<file path="config.mk">
export PLATFORM = sky130hd
export DESIGN_NAME = dma_ring_sched
export DESIGN_NICKNAME = d
export VERILOG_FILES = /design/src/rtl/dma_ring_sched.sv
export SDC_FILE = /design/constraint.sdc
export NUM_CORES = 1
export LEC_CHECK = 0
export ABC_AREA = 1
export BUFFER_PORTS_ARGS = -buffer_cell sky130_fd_sc_hd__buf_2
export CORE_ASPECT_RATIO = 1.1
export CORE_MARGIN = 3
export CORE_UTILIZATION = 35
export DETAILED_ROUTE_END_ITERATION = 16
export GPL_ROUTABILITY_DRIVEN = 0
export HOLD_SLACK_MARGIN = 0.03
export PLACE_DENSITY_LB_ADDON = 0.12
export RECOVER_POWER = 100
export SYNTH_ARGS = -nofsm -noshare
export SYNTH_HDL_FRONTEND = slang
export SYNTH_SLANG_ARGS = --single-unit
</file>
<file path="constraint.sdc">
create_clock -name clk -period 3.4 [get_ports clk]
set_input_delay 0.34 -clock clk [delete_from_list [all_inputs] [get_ports clk]]
set_output_delay 0.34 -clock clk [all_outputs]
set_load 0.03 [all_outputs]
</file>
<file path="src/rtl/dma_ring_sched.sv">
// Ring-buffer capture scheduler: carves a circular memory region into segments
// and hands them one at a time to dma_writer, wrapping at the ring end.
module dma_ring_sched #(
  parameter int AddrBits   = 32,
  parameter int LengthBits = 16,
  parameter int RingBits   = 24,
  parameter int DataBits   = 64
) (
  input  logic                  clk,
  input  logic                  rst,
  input  logic                  ctrl_start,
  input  logic                  ctrl_stop,
  input  logic                  ctrl_oneshot,
  input  logic [AddrBits-1:0]   ctrl_base,
  input  logic [RingBits-1:0]   ctrl_ring_words,
  input  logic [LengthBits-1:0] ctrl_seg_words,
  input  logic [4:0]            ctrl_burst,
  output logic                  stat_busy,
  output logic [RingBits-1:0]   stat_wr_ptr,
  output logic                  stat_wrapped,
  output logic [31:0]           stat_seg_count,
  output logic [1:0]            stat_err,
  output logic                  stat_bad_cfg,
  output logic                  irq_seg,
  output logic [AddrBits-1:0]   dma_cfg_dest,
  output logic [LengthBits-1:0] dma_cfg_len,
  output logic [4:0]            dma_cfg_burst,
  output logic                  dma_cfg_valid,
  input  logic                  dma_cfg_busy,
  input  logic                  dma_cfg_done,
  input  logic [1:0]            dma_cfg_err
);
  localparam int BytesPerWord = DataBits / 8;
  localparam int WordShift    = $clog2(BytesPerWord);
  localparam int CmpBits      = (RingBits > LengthBits) ? RingBits : LengthBits;

  localparam logic [2:0] ST_IDLE    = 3'd0;
  localparam logic [2:0] ST_CALC    = 3'd1;
  localparam logic [2:0] ST_ISSUE   = 3'd2;
  localparam logic [2:0] ST_WAIT    = 3'd3;
  localparam logic [2:0] ST_ADVANCE = 3'd4;

  logic [2:0]            state_q, state_d;
  logic [AddrBits-1:0]   base_q;
  logic [RingBits-1:0]   ring_q;
  logic [LengthBits-1:0] seg_q;
  logic [4:0]            burst_q;
  logic                  oneshot_q;
  logic                  stop_pending_q;
  logic [RingBits-1:0]   offset_q;
  logic                  wrapped_q;
  logic                  bad_cfg_q;
  logic                  irq_q;
  logic [31:0]           seg_count_q;
  logic [1:0]            err_q;
  logic [AddrBits-1:0]   dest_q;
  logic [LengthBits-1:0] len_q;

  logic                  cfg_ok;
  logic                  stop_now;
  logic                  wrap_now;
  logic [RingBits-1:0]   remaining;
  logic [RingBits-1:0]   offset_sum;
  logic [LengthBits-1:0] len_calc;
  logic [AddrBits-1:0]   dest_calc;

  // A stop seen this cycle counts as pending, so start+stop together issues nothing.
  always_comb begin
    cfg_ok     = (ctrl_ring_words != '0) && (ctrl_seg_words != '0);
    stop_now   = stop_pending_q | ctrl_stop;
    remaining  = ring_q - offset_q;
    len_calc   = (CmpBits'(seg_q) <= CmpBits'(remaining)) ? seg_q : LengthBits'(remaining);
    dest_calc  = base_q + (AddrBits'(offset_q) << WordShift);
    offset_sum = offset_q + RingBits'(len_q);
    wrap_now   = (offset_sum == ring_q);
  end

  // NOTE: every always_comb output gets a default first so no latch is inferred.
  always_comb begin
    state_d = state_q;
    case (state_q)
      ST_IDLE:    if (ctrl_start && cfg_ok) state_d = ST_CALC;
      ST_CALC:    state_d = stop_now ? ST_IDLE : ST_ISSUE;
      ST_ISSUE: begin
        if (stop_now)          state_d = ST_IDLE;
        else if (!dma_cfg_busy) state_d = ST_WAIT;
      end
      ST_WAIT:    if (dma_cfg_done) state_d = ST_ADVANCE;
      ST_ADVANCE: state_d = (stop_now || (oneshot_q && wrap_now)) ? ST_IDLE : ST_CALC;
      default:    state_d = ST_IDLE;
    endcase
  end

  // NOTE: sequential state uses non-blocking assignments so all registers update together.
  always_ff @(posedge clk) begin
    if (rst) begin
      state_q        <= ST_IDLE;
      base_q         <= '0;
      ring_q         <= '0;
      seg_q          <= '0;
      burst_q        <= '0;
      oneshot_q      <= 1'b0;
      stop_pending_q <= 1'b0;
      offset_q       <= '0;
      wrapped_q      <= 1'b0;
      bad_cfg_q      <= 1'b0;
      irq_q          <= 1'b0;
      seg_count_q    <= '0;
      err_q          <= '0;
      dest_q         <= '0;
      len_q          <= '0;
    end else begin
      state_q <= state_d;
      irq_q   <= 1'b0;

      if (state_d == ST_IDLE)  stop_pending_q <= 1'b0;
      else if (ctrl_stop)      stop_pending_q <= 1'b1;

      if ((state_q != ST_IDLE) && (dma_cfg_err != '0) && (err_q == '0)) err_q <= dma_cfg_err;

      case (state_q)
        ST_IDLE: begin
          if (ctrl_start && !cfg_ok) begin
            bad_cfg_q <= 1'b1;
          end else if (ctrl_start) begin
            base_q      <= (ctrl_base >> WordShift) << WordShift;
            ring_q      <= ctrl_ring_words;
            seg_q       <= ctrl_seg_words;
            burst_q     <= ctrl_burst;
            oneshot_q   <= ctrl_oneshot;
            wrapped_q   <= 1'b0;
            err_q       <= '0;
            bad_cfg_q   <= 1'b0;
            seg_count_q <= '0;
            offset_q    <= '0;
          end
        end
        ST_CALC: begin
          dest_q <= dest_calc;
          len_q  <= len_calc;
        end
        ST_ADVANCE: begin
          offset_q    <= wrap_now ? '0 : offset_sum;
          if (wrap_now) wrapped_q <= 1'b1;
          seg_count_q <= seg_count_q + 32'd1;
          irq_q       <= 1'b1;
        end
        default: ;
      endcase
    end
  end

  assign stat_busy      = (state_q != ST_IDLE);
  assign stat_wr_ptr    = offset_q;
  assign stat_wrapped   = wrapped_q;
  assign stat_seg_count = seg_count_q;
  assign stat_err       = err_q;
  assign stat_bad_cfg   = bad_cfg_q;
  assign irq_seg        = irq_q;
  assign dma_cfg_dest   = dest_q;
  assign dma_cfg_len    = len_q;
  assign dma_cfg_burst  = burst_q;
  // Valid is combinational so it lands on the first cycle dma_writer reports idle.
  assign dma_cfg_valid  = (state_q == ST_ISSUE) && !dma_cfg_busy && !stop_now;

endmodule
</file>
Yosys cells after proc, flatten, opt, wreduce, memory -nomap -nowiden

Cells that the tools add are included.

Reductions and logical operators: 26
Magnitude comparators: 1
Bitwise gates (word level): 2
Eq/ne operators: 8
$add $sub $neg: 4
Mux-type cells: 25

Operators by type and width:

| kind                                           | number |
|---|---|
| 2-to-1 mux 24 bit                              | 3 |
| 2-to-1 mux 32 bit                              | 2 |
| case mux 32 bit (2 select lines)               | 1 |
| case mux 24 bit (2 select lines)               | 1 |
| adder 32 x 1 -> 32 bit (second input constant) | 1 |
| adder 32 x 27 -> 32 bit                        | 1 |
| adder 24 x 16 -> 24 bit                        | 1 |
| == test 24 bit                                 | 1 |
| less-or-equal comparator 16 x 24 -> 1 bit      | 1 |
| nonzero test 24 bit                            | 1 |
| subtractor 24 bit                              | 1 |
| 2-to-1 mux 16 bit                              | 1 |
| nonzero test 16 bit                            | 1 |
| case mux 3 bit (5 select lines)                | 1 |
| 2-to-1 mux 3 bit                               | 4 |
| 2-to-1 mux 2 bit                               | 5 |
| logical AND 1 bit                              | 8 |
| == test 3 x 2 -> 1 bit (second input constant) | 2 |
| zero test 3 bit                                | 2 |
| 2-to-1 mux 1 bit                               | 6 |
| inequality test 2 bit (second input constant)  | 3 |
| AND reduction 3 bit                            | 2 |
| nonzero test 2 bit                             | 3 |
| AND reduction 4 bit                            | 1 |
| other kinds (11)                               | 13 |

Output and inout port bits: 116
Logic and storage cells: 81
Flip-flop bits (word level): 188
Input bits: 86

Longest topological paths before layout

Gate-level depths: netlist of the first run.

Depth after elaboration: 8
Gate-level depth with buffers: 25
Mapped depth without buffers: 24

Worst setup path before layout of the first run

No wires, ideal clock.

Path type: reg2reg
Start: reg offset_q[0] (netlist: stat_wr_ptr[0])
End: reg len_q[2] (netlist: dma_cfg_len[2])
Data required time: 3268 ps
Setup time: 132 ps
Clock period less this slack: 3505 ps
Stages on the path, launching flop included: 23
Slack: -105 ps
Data arrival time: 3373 ps
Buffers on the path: 1
Cells stage by stage: dfxtp_1 ha_1 inv_1 fa_1 nand3_1 nand2_1 nand3_1 nand2_1 a21oi_1 xor2_1 ha_1 nand2_1 inv_1 nand3_1 nor3_1 o21ai_0 nand3_1 o211ai_1 nor2_4 buf_2 nand3_1 nand3_1 a21oi_1

Word-level cells in the longest chain between the ends: 3

Ends and longest elaborated chain:

| element                                   | line | RTL |
|---|---|---|
| from (decl)                               | 50   | `logic [RingBits-1:0] offset_q;` |
| from (signal assigned)                    | 143  | `offset_q <= wrap_now ? '0 : offset_sum;` |
| subtractor 24 bit (*)                     | 71   | `remaining = ring_q - offset_q;` |
| less-or-equal comparator 16 x 24 -> 1 bit | 72   | `len_calc = (CmpBits'(seg_q) <= CmpBits'(remaining)) ? seg_q : LengthBits'(remaining);` |
| 2-to-1 mux 16 bit (*)                     | 72   |  |
| to (signal assigned)                      | 140  | `len_q <= len_calc;` |
| to (decl)                                 | 57   | `logic [LengthBits-1:0] len_q;` |

Every way passes the cells marked *; elsewhere a longest branch is shown, timed or not.
A chain may end at the register's enable or synchronous reset.

Worst setup path after layout of the first run

Start: reg ring_q[7]
End: reg len_q[9] (netlist: dma_cfg_len[9])

Word-level cells in the longest chain between the ends: 3

Ends and longest elaborated chain:

| element                                   | line | RTL |
|---|---|---|
| from (decl)                               | 45   | `logic [RingBits-1:0] ring_q;` |
| from (signal assigned)                    | 127  | `ring_q <= ctrl_ring_words;` |
| subtractor 24 bit (*)                     | 71   |  |
| less-or-equal comparator 16 x 24 -> 1 bit | 72   |  |
| 2-to-1 mux 16 bit (*)                     | 72   |  |

Marked as above.

==> results of run 1 <==
-- cell type report --
type                       instances  share of cell area
multi-input combinational       1390               0.510
sequential                       185               0.239
timing repair buffer             316               0.118
inverter                         256              0.0617
tap                              438              0.0352
clock buffer                      22              0.0298
clock inverter                    10             0.00611
antenna                            2            0.000321
-- power breakdown --
part	switching, mW	leakage (nW)	internal [mW]	total (mW)
logic	1.06	5.38	0.772	1.83
registers	0.107	1.52	2.29	2.40
clock network	0.931	0.270	1.05	1.98
-- worst max-delay path by stage --
stage / from / slack [ns] / end / cells after the start
after floorplan: stat_wr_ptr[2]$_SDFFE_PP0P_ / 0.03 / dma_cfg_len[2]$_SDFFE_PP0N_ / 21
after global placement: ring_q[0]$_SDFFE_PP0P_ / -0.13 / dma_cfg_len[2]$_SDFFE_PP0N_ / 24
after detailed placement: ring_q[0]$_SDFFE_PP0P_ / -0.17 / dma_cfg_len[5]$_SDFFE_PP0N_ / 24
after CTS: stat_wr_ptr[10]$_SDFFE_PP0P_ / 0.0006 / dma_cfg_len[2]$_SDFFE_PP0N_ / 18
after global routing: ring_q[0]$_SDFFE_PP0P_ / -0.09 / dma_cfg_len[4]$_SDFFE_PP0N_ / 24
final: ring_q[7]$_SDFFE_PP0P_ / 0.10 / dma_cfg_len[9]$_SDFFE_PP0N_ / 19
-- sequential cells by signal, indices dropped and copies added (netlist names), 2 cells and up --
| name | flops |
|---|---|
| base_q | 29 |
| dma_cfg_burst | 5 |
| dma_cfg_dest | 29 |
| dma_cfg_len | 16 |
| ring_q | 24 |
| seg_q | 16 |
| stat_err | 2 |
| stat_seg_count | 32 |
| stat_wr_ptr | 24 |
| state_q | 3 |
-- logic make-up (layout without fill, tap and decap cells) --
family / count (synthesis) / in the layout / synth area share
and+or+nand+nor: 871 / 873 / 0.304
DFF: 185 / 185 / 0.301
AOI/OAI and AO/OA: 388 / 388 / 0.176
adders and majority gates: 83 / 83 / 0.0862
buffers and inverters: 315 / 604 / 0.0992
xor gates and xnor gates: 43 / 43 / 0.0328
other: 1 / 5 / 0.000304
-- per-layer routing --
| layer | up-vias | GRT usage |
|---|---|---|
| met3 | 72 | 0.0525 |
| met2 | 309 | 0.379 |
| met1 | 6132 | 0.294 |
| met4 | 12 | 0.0718 |
| met5 | - | 0 |
| li1 | 6793 | - |
-- cell usage in the layout, fill, tap and decap left out, types with 5 or more instances in the layout --
cell type,n
nor4_1,16
clkbuf_16,18
nor3_1,18
nand3_2,7
o21bai_1,25
a311oi_1,5
xor2_1,25
buf_12,7
xnor2_1,11
nor3_2,5
nor2_4,5
dfxtp_1,171
buf_2,81
inv_2,12
a21oi_4,5
nand2_1,401
a31oi_1,9
nand3_1,145
a21oi_2,13
inv_1,241
nand4_1,39
o211ai_1,6
nor2_2,6
nand2_2,17
a21oi_1,158
ha_1,64
a211oi_1,5
o21a_1,8
dfxtp_2,14
buf_4,106
nor2_1,195
o21ai_0,120
clkbuf_1,120
ha_4,15
o21ai_1,8
-- metrics by stage --
| step | area [µm²] | setup TNS, ns | utilization | worst slack, ns |
|---|---|---|---|---|
| floorplan | 12300 | 0 | - | 0.0340 |
| CTS | 15100 | 0 | 0.439 | 0.000595 |
| global route | 15600 | -1.16 | 0.452 | -0.0946 |
| global placement | 14400 | -1.69 | 0.417 | -0.127 |
| detailed placement | 14400 | -2.47 | 0.417 | -0.175 |
| finish | 15600 | 0 | 0.452 | 0.102 |
-- critical path: stages (launching register included) --
cell       delay [ns]
dfxtp_1          0.46
ha_4             0.26
inv_1            0.09
o21bai_2         0.09
a21oi_2          0.19
nand2_1          0.10
a31oi_1          0.18
xor2_1           0.26
ha_1             0.28
nand2_1          0.11
o21ai_2          0.08
a211oi_2         0.22
nand3_1          0.10
o211ai_1         0.14
nor2_4           0.06
buf_12           0.15
clkbuf_16        0.15
nand3_1          0.08
nand3_1          0.09
a21oi_2          0.14
-- what timing repair did --
item                       CTS  global route
resized for setup           31            84
buffers inserted            10            15
setup endpoints to repair   16            42
cloned                       0             3
pin swaps                   15            40
==> results.toml, run 1 <==
[synthesis]
synth_area_um2 = 12300
syn_inst = 1886
yosysTopAreaCell = "dfxtp_1"
synth-edff-count = 0
yosysSeqAreaShare = 0.301
synth_top_area_frac = 0.301
ys.warnings.count = 0
yosys-top-cells-area = "dfxtp_1, nand2_1, ha_1"
async_reset_ff_frac = 0
ys_top_cells_by_count = "nand2_1, inv_1, nor2_1"
synthDistinctLibCells = 54
synth.avg_cell_area_um2 = 6.53
synth-seq-cells = 185
synth.most_common_cell = "nand2_1"
synthFlopType = "dfxtp_1"

[global_routing]
grt_overflow = 0
grt_pass1_wl_um = 66800
antenna_found_initial = 8
track_usage = 0.228
grt_pass1_vias = 12600
grt_max_degree = 105

[worst_setup_path]
reg2reg_slack_ns = 0.10
cp-end-kind = "flop"
worstReg2RegEnd = "dma_cfg_len[9]$_SDFFE_PP0N_"
critPathRequiredTime_ns = 3.78
crit_type = "flop to flop"
critical_path.max_fanout = 5
cp-start-kind = "flop"
rr_startpoint = "ring_q[7]$_SDFFE_PP0P_"
reg2regPathDepth = 19
cp.arrival_ns = 3.68

[sta]
whs_ns = 0.127
tightest_slew_ns = 1.08
period_share = 0.970
relSlewSlack = 0.278
rsz0062_at_grt = "yes"
slew_violations = 0
clock.fmax_ghz = 0.303
finClkSkew_ns = 0.00863
min_period_ns = 3.30
finalSetupViolCount = 0
hold_viol_final = 0

[floorplan]
die_height_um = 203
fp.dieArea_um2 = 37500
die_w_um = 185
rows = 71
core-area_um2 = 34500
io_pins = 202
initial_utilization = 0.357

[finish]
multi_input_comb_area_um2 = 7940
drive_gt1_frac = 0.162
syn_to_final_growth_pct = 26.4
seq_area_um2 = 3720
final_cells = 2619
fillers = 3705
nets = 2335

[worst_hold_path]
hold_depth = 3
holdPathEnd = "dma_cfg_burst[0]$_SDFFE_PP0P_"
hold_path.class = "input port to flop"
hp-start = "ctrl_burst[0]"

[placed_design]
dp.cells = 2558
dpl.hpwl_um = 33900
io_buffers = 195

[detailed_routing]
routed_wl_um = 44100
wire_per_inst_um = 16.8
drc = 0
ant_nets = 0
drt_iter0_markers = 778
met1_length_um = 19600
dr.pass1.iters = 7
wl_met2_um = 20700
met3RoutedLength_um = 2420
top_layer_used = "met5"
routed_via_density = 5.09
dr_total_vias = 13300

[clocking]
clock_latency_ns = 0.46
holdBufCountCts = 0
cts_tree = "built"
clockRootBuffer = "clkbuf_16"
cts_sinks = 185
cts_inserted_buffers = 17
cts_buffer_depth = 2
clk_pin_slew_ns = 0.07
h-tree-depth = 4

[power]
pwr_density_cell_nw_per_um2 = 399
total_leakage_power_nw = 7.17
ir_drop_mv = 0.388
total_power_mw = 6.21

[job]
maxCapViolations = 0

[run_status]
outcome = "finished clean"
Note: power is estimated with default switching activity, not from simulation.
==> inputs of run 2 (changes only) <==
==> constraint.sdc (replaced) <==
create_clock -name clk -period 3.45 [get_ports clk]
set_input_delay 0.345 -clock clk [delete_from_list [all_inputs] [get_ports clk]]
set_output_delay 0.345 -clock clk [all_outputs]
set_load 0.03 [all_outputs]
==> run 2 against run 1 <==
- sequential share of layout area is essentially flat
- register-to-register slack worse by 0.07 ns
- die area unchanged
- non-clock buffer count fell by 30
- critical path type unchanged
- largest power group unchanged
- via count fell by 1.2%
- wire length decreased by 1.2%
==> results.toml, run 2 (synthesis results as in run 1) <==
[detailed_routing]
ant_nets = 0
routed_via_density = 5.08
routed_wl_um = 43500
drc = 0
drt_iter0_markers = 722
dr.pass1.iters = 5
dr_total_vias = 13200
wire_per_inst_um = 16.8

[global_routing]
grt_pass1_vias = 12600
track_usage = 0.227
grt_most_used_layer = "met2"
grt.met2_usage = 0.373
grt_use_met3 = 0.0400
grt_pass1_wl_um = 66900
gr-usage-met1 = 0.300
grt_overflow = 0
grt_max_degree = 104
antenna_found_initial = 9

[worst_hold_path]
hold_path.class = "input port to flop"
hp-start = "ctrl_burst[2]"
holdPathEnd = "dma_cfg_burst[2]$_SDFFE_PP0P_"
hold_depth = 3

[worst_setup_path]
worst-path-buf-inv = 4
slowest_delay_ns = 0.41
reg2reg_slack_ns = 0.03
worstReg2RegEnd = "dma_cfg_len[2]$_SDFFE_PP0N_"
crit_type = "flop to flop"
cpLargestDelayFamily = "simple AND/OR/NAND/NOR gates"
rr_startpoint = "ring_q[0]$_SDFFE_PP0P_"
cp-end-kind = "flop"
reg2regPathDepth = 24
cpMostUsedCell = "nand3_2"
path_depth = 24
path_cells = "inv_2 -> ha_4 -> inv_4 -> fa_2 -> nand3_2 -> nand2_2 -> nand3_2 -> nand2_4 -> a21oi_4 -> xor2_2 -> ha_1 -> nand2_1 -> inv_1 -> nand3_2 -> nor3_4 -> o21ai_1 -> nand3_1 -> o211ai_1 -> nor2_4 -> buf_6 -> nand2_4 -> nand2_1 -> nand3_2 -> a21oi_2"
critical_path.max_fanout = 8
critPathRequiredTime_ns = 3.84
cp-start-kind = "flop"
cp_slowest_cell = "fa_2"
cp.arrival_ns = 3.81

[sta]
finalWorstSetupSlack_ns = 0.0288
rsz0062_at_grt = "yes"
relSlewSlack = 0.365
tightest_slew_ns = 0.953
slew_violations = 0
finClkSkew_ns = 0.0128
min_period_ns = 3.42
setup_tns_ns = 0
clock.fmax_ghz = 0.292
hold_viol_final = 0
period_share = 0.992
finalSetupViolCount = 0

[clocking]
clk_pin_slew_ns = 0.07
h-tree-depth = 4
cts_sinks = 185
cts_tree = "built"
cts_inserted_buffers = 17
clock_latency_ns = 0.46
holdBufCountCts = 0
cts_buffer_depth = 2
clockRootBuffer = "clkbuf_16"

[floorplan]
core-area_um2 = 34500
die_height_um = 203
fp.dieArea_um2 = 37500
rows = 71
die_w_um = 185
initial_utilization = 0.357
io_pins = 202

[placed_design]
io_buffers = 195
dp_slack_ns = -0.0804
dpl.hpwl_um = 33400

[finish]
layout_commonest_cell = "nand2_1"
final_cell_mix = "nand2_1, inv_1, nor2_1, dfxtp_1, a21oi_1"
largest_reg_flops = 32
fillers = 3643
drive_gt1_frac = 0.156
syn_to_final_growth_pct = 26.2
nets = 2304

[power]
switchingPower_mw = 2.04
power.share.switching = 0.318
total_power_mw = 6.42
total_leakage_power_nw = 7.10
ir_drop_mv = 0.374
pwr-share-clk = 0.366
comb_power_share = 0.267
pwr_density_cell_nw_per_um2 = 413
p_int_mw = 4.38
pwr-share-seq = 0.368

[run_status]
outcome = "finished clean"

[job]
maxCapViolations = 0
## run 2: power by group through the flow
stage | registers (mW) | logic, mW | clock network [mW]
finish | 2.36 | 1.71 | 2.35
floorplan | 2.44 | 0.889 | 0
global route | 2.37 | 1.90 | 2.49
CTS | 2.35 | 1.49 | 2.41
detailed placement | 2.40 | 1.44 | 0
global placement | 2.40 | 1.43 | 0
## run 2: metal layers
| metal | up-vias | wire length, µm |
|---|---|---|
| met5 | - | 64 |
| met1 | 6030 | 19700 |
| li1 | 6733 | - |
| met4 | 12 | 1310 |
| met3 | 70 | 2030 |
| met2 | 308 | 20400 |
## run 2: repair_timing
item | 4_1_cts | 5_1_grt
cloned | 0 | 2
pin swaps | 2 | 55
setup endpoints to repair | 16 | 40
buffers inserted | 6 | 11
gates resized for setup | 4 | 121
## run 2: worst max-delay path by stage
stage / startpoint / endpoint
3_3_place_gp: ring_q[0]$_SDFFE_PP0P_ / dma_cfg_len[0]$_SDFFE_PP0N_
5_1_grt: ring_q[0]$_SDFFE_PP0P_ / dma_cfg_len[8]$_SDFFE_PP0N_
4_1_cts: stat_wr_ptr[12]$_SDFFE_PP0P_ / dma_cfg_len[7]$_SDFFE_PP0N_
6_report: ring_q[0]$_SDFFE_PP0P_ / dma_cfg_len[2]$_SDFFE_PP0N_
3_5_place_dp: ring_q[0]$_SDFFE_PP0P_ / dma_cfg_len[0]$_SDFFE_PP0N_
2_1_floorplan: stat_wr_ptr[2]$_SDFFE_PP0P_ / dma_cfg_len[2]$_SDFFE_PP0N_
## run 2: worst register-to-register path, stage by stage (launching register included)
cell and delay, ns:
dfxtp_2 0.33, inv_2 0.08, ha_4 0.15, inv_4 0.04
fa_2 0.41, nand3_2 0.10, nand2_2 0.08, nand3_2 0.10
nand2_4 0.08, a21oi_4 0.17, xor2_2 0.10, ha_1 0.28
nand2_1 0.06, inv_1 0.07, nand3_2 0.09, nor3_4 0.19
o21ai_1 0.09, nand3_1 0.09, o211ai_1 0.13, nor2_4 0.16
buf_6 0.15, nand2_4 0.10, nand2_1 0.10, nand3_2 0.08
a21oi_2 0.16
## run 2: per-stage QoR
stage / std cells / area, µm² / utilization / hold WS (ns)
after floorplan: 1888 / 12300 / - / 0.447
after global placement: 2535 / 14200 / 0.412 / 0.435
after detailed placement: 2535 / 14200 / 0.412 / 0.438
after CTS: 2573 / 15000 / 0.434 / 0.112
after global routing: 2588 / 15500 / 0.451 / 0.139
final: 2589 / 15500 / 0.451 / 0.136
## run 2: cell type report
cell class / instances / area (µm²) / area share
diodes: 3 / 7.51 / 0.000483
clock buffers: 22 / 484 / 0.0311
clock inverters: 10 / 211 / 0.0136
inverters: 256 / 963 / 0.0620
multi-input cells: 1389 / 8010 / 0.515
flip-flops and latches: 185 / 3710 / 0.239
well taps: 438 / 548 / 0.0353
repair buffers: 286 / 1610 / 0.104
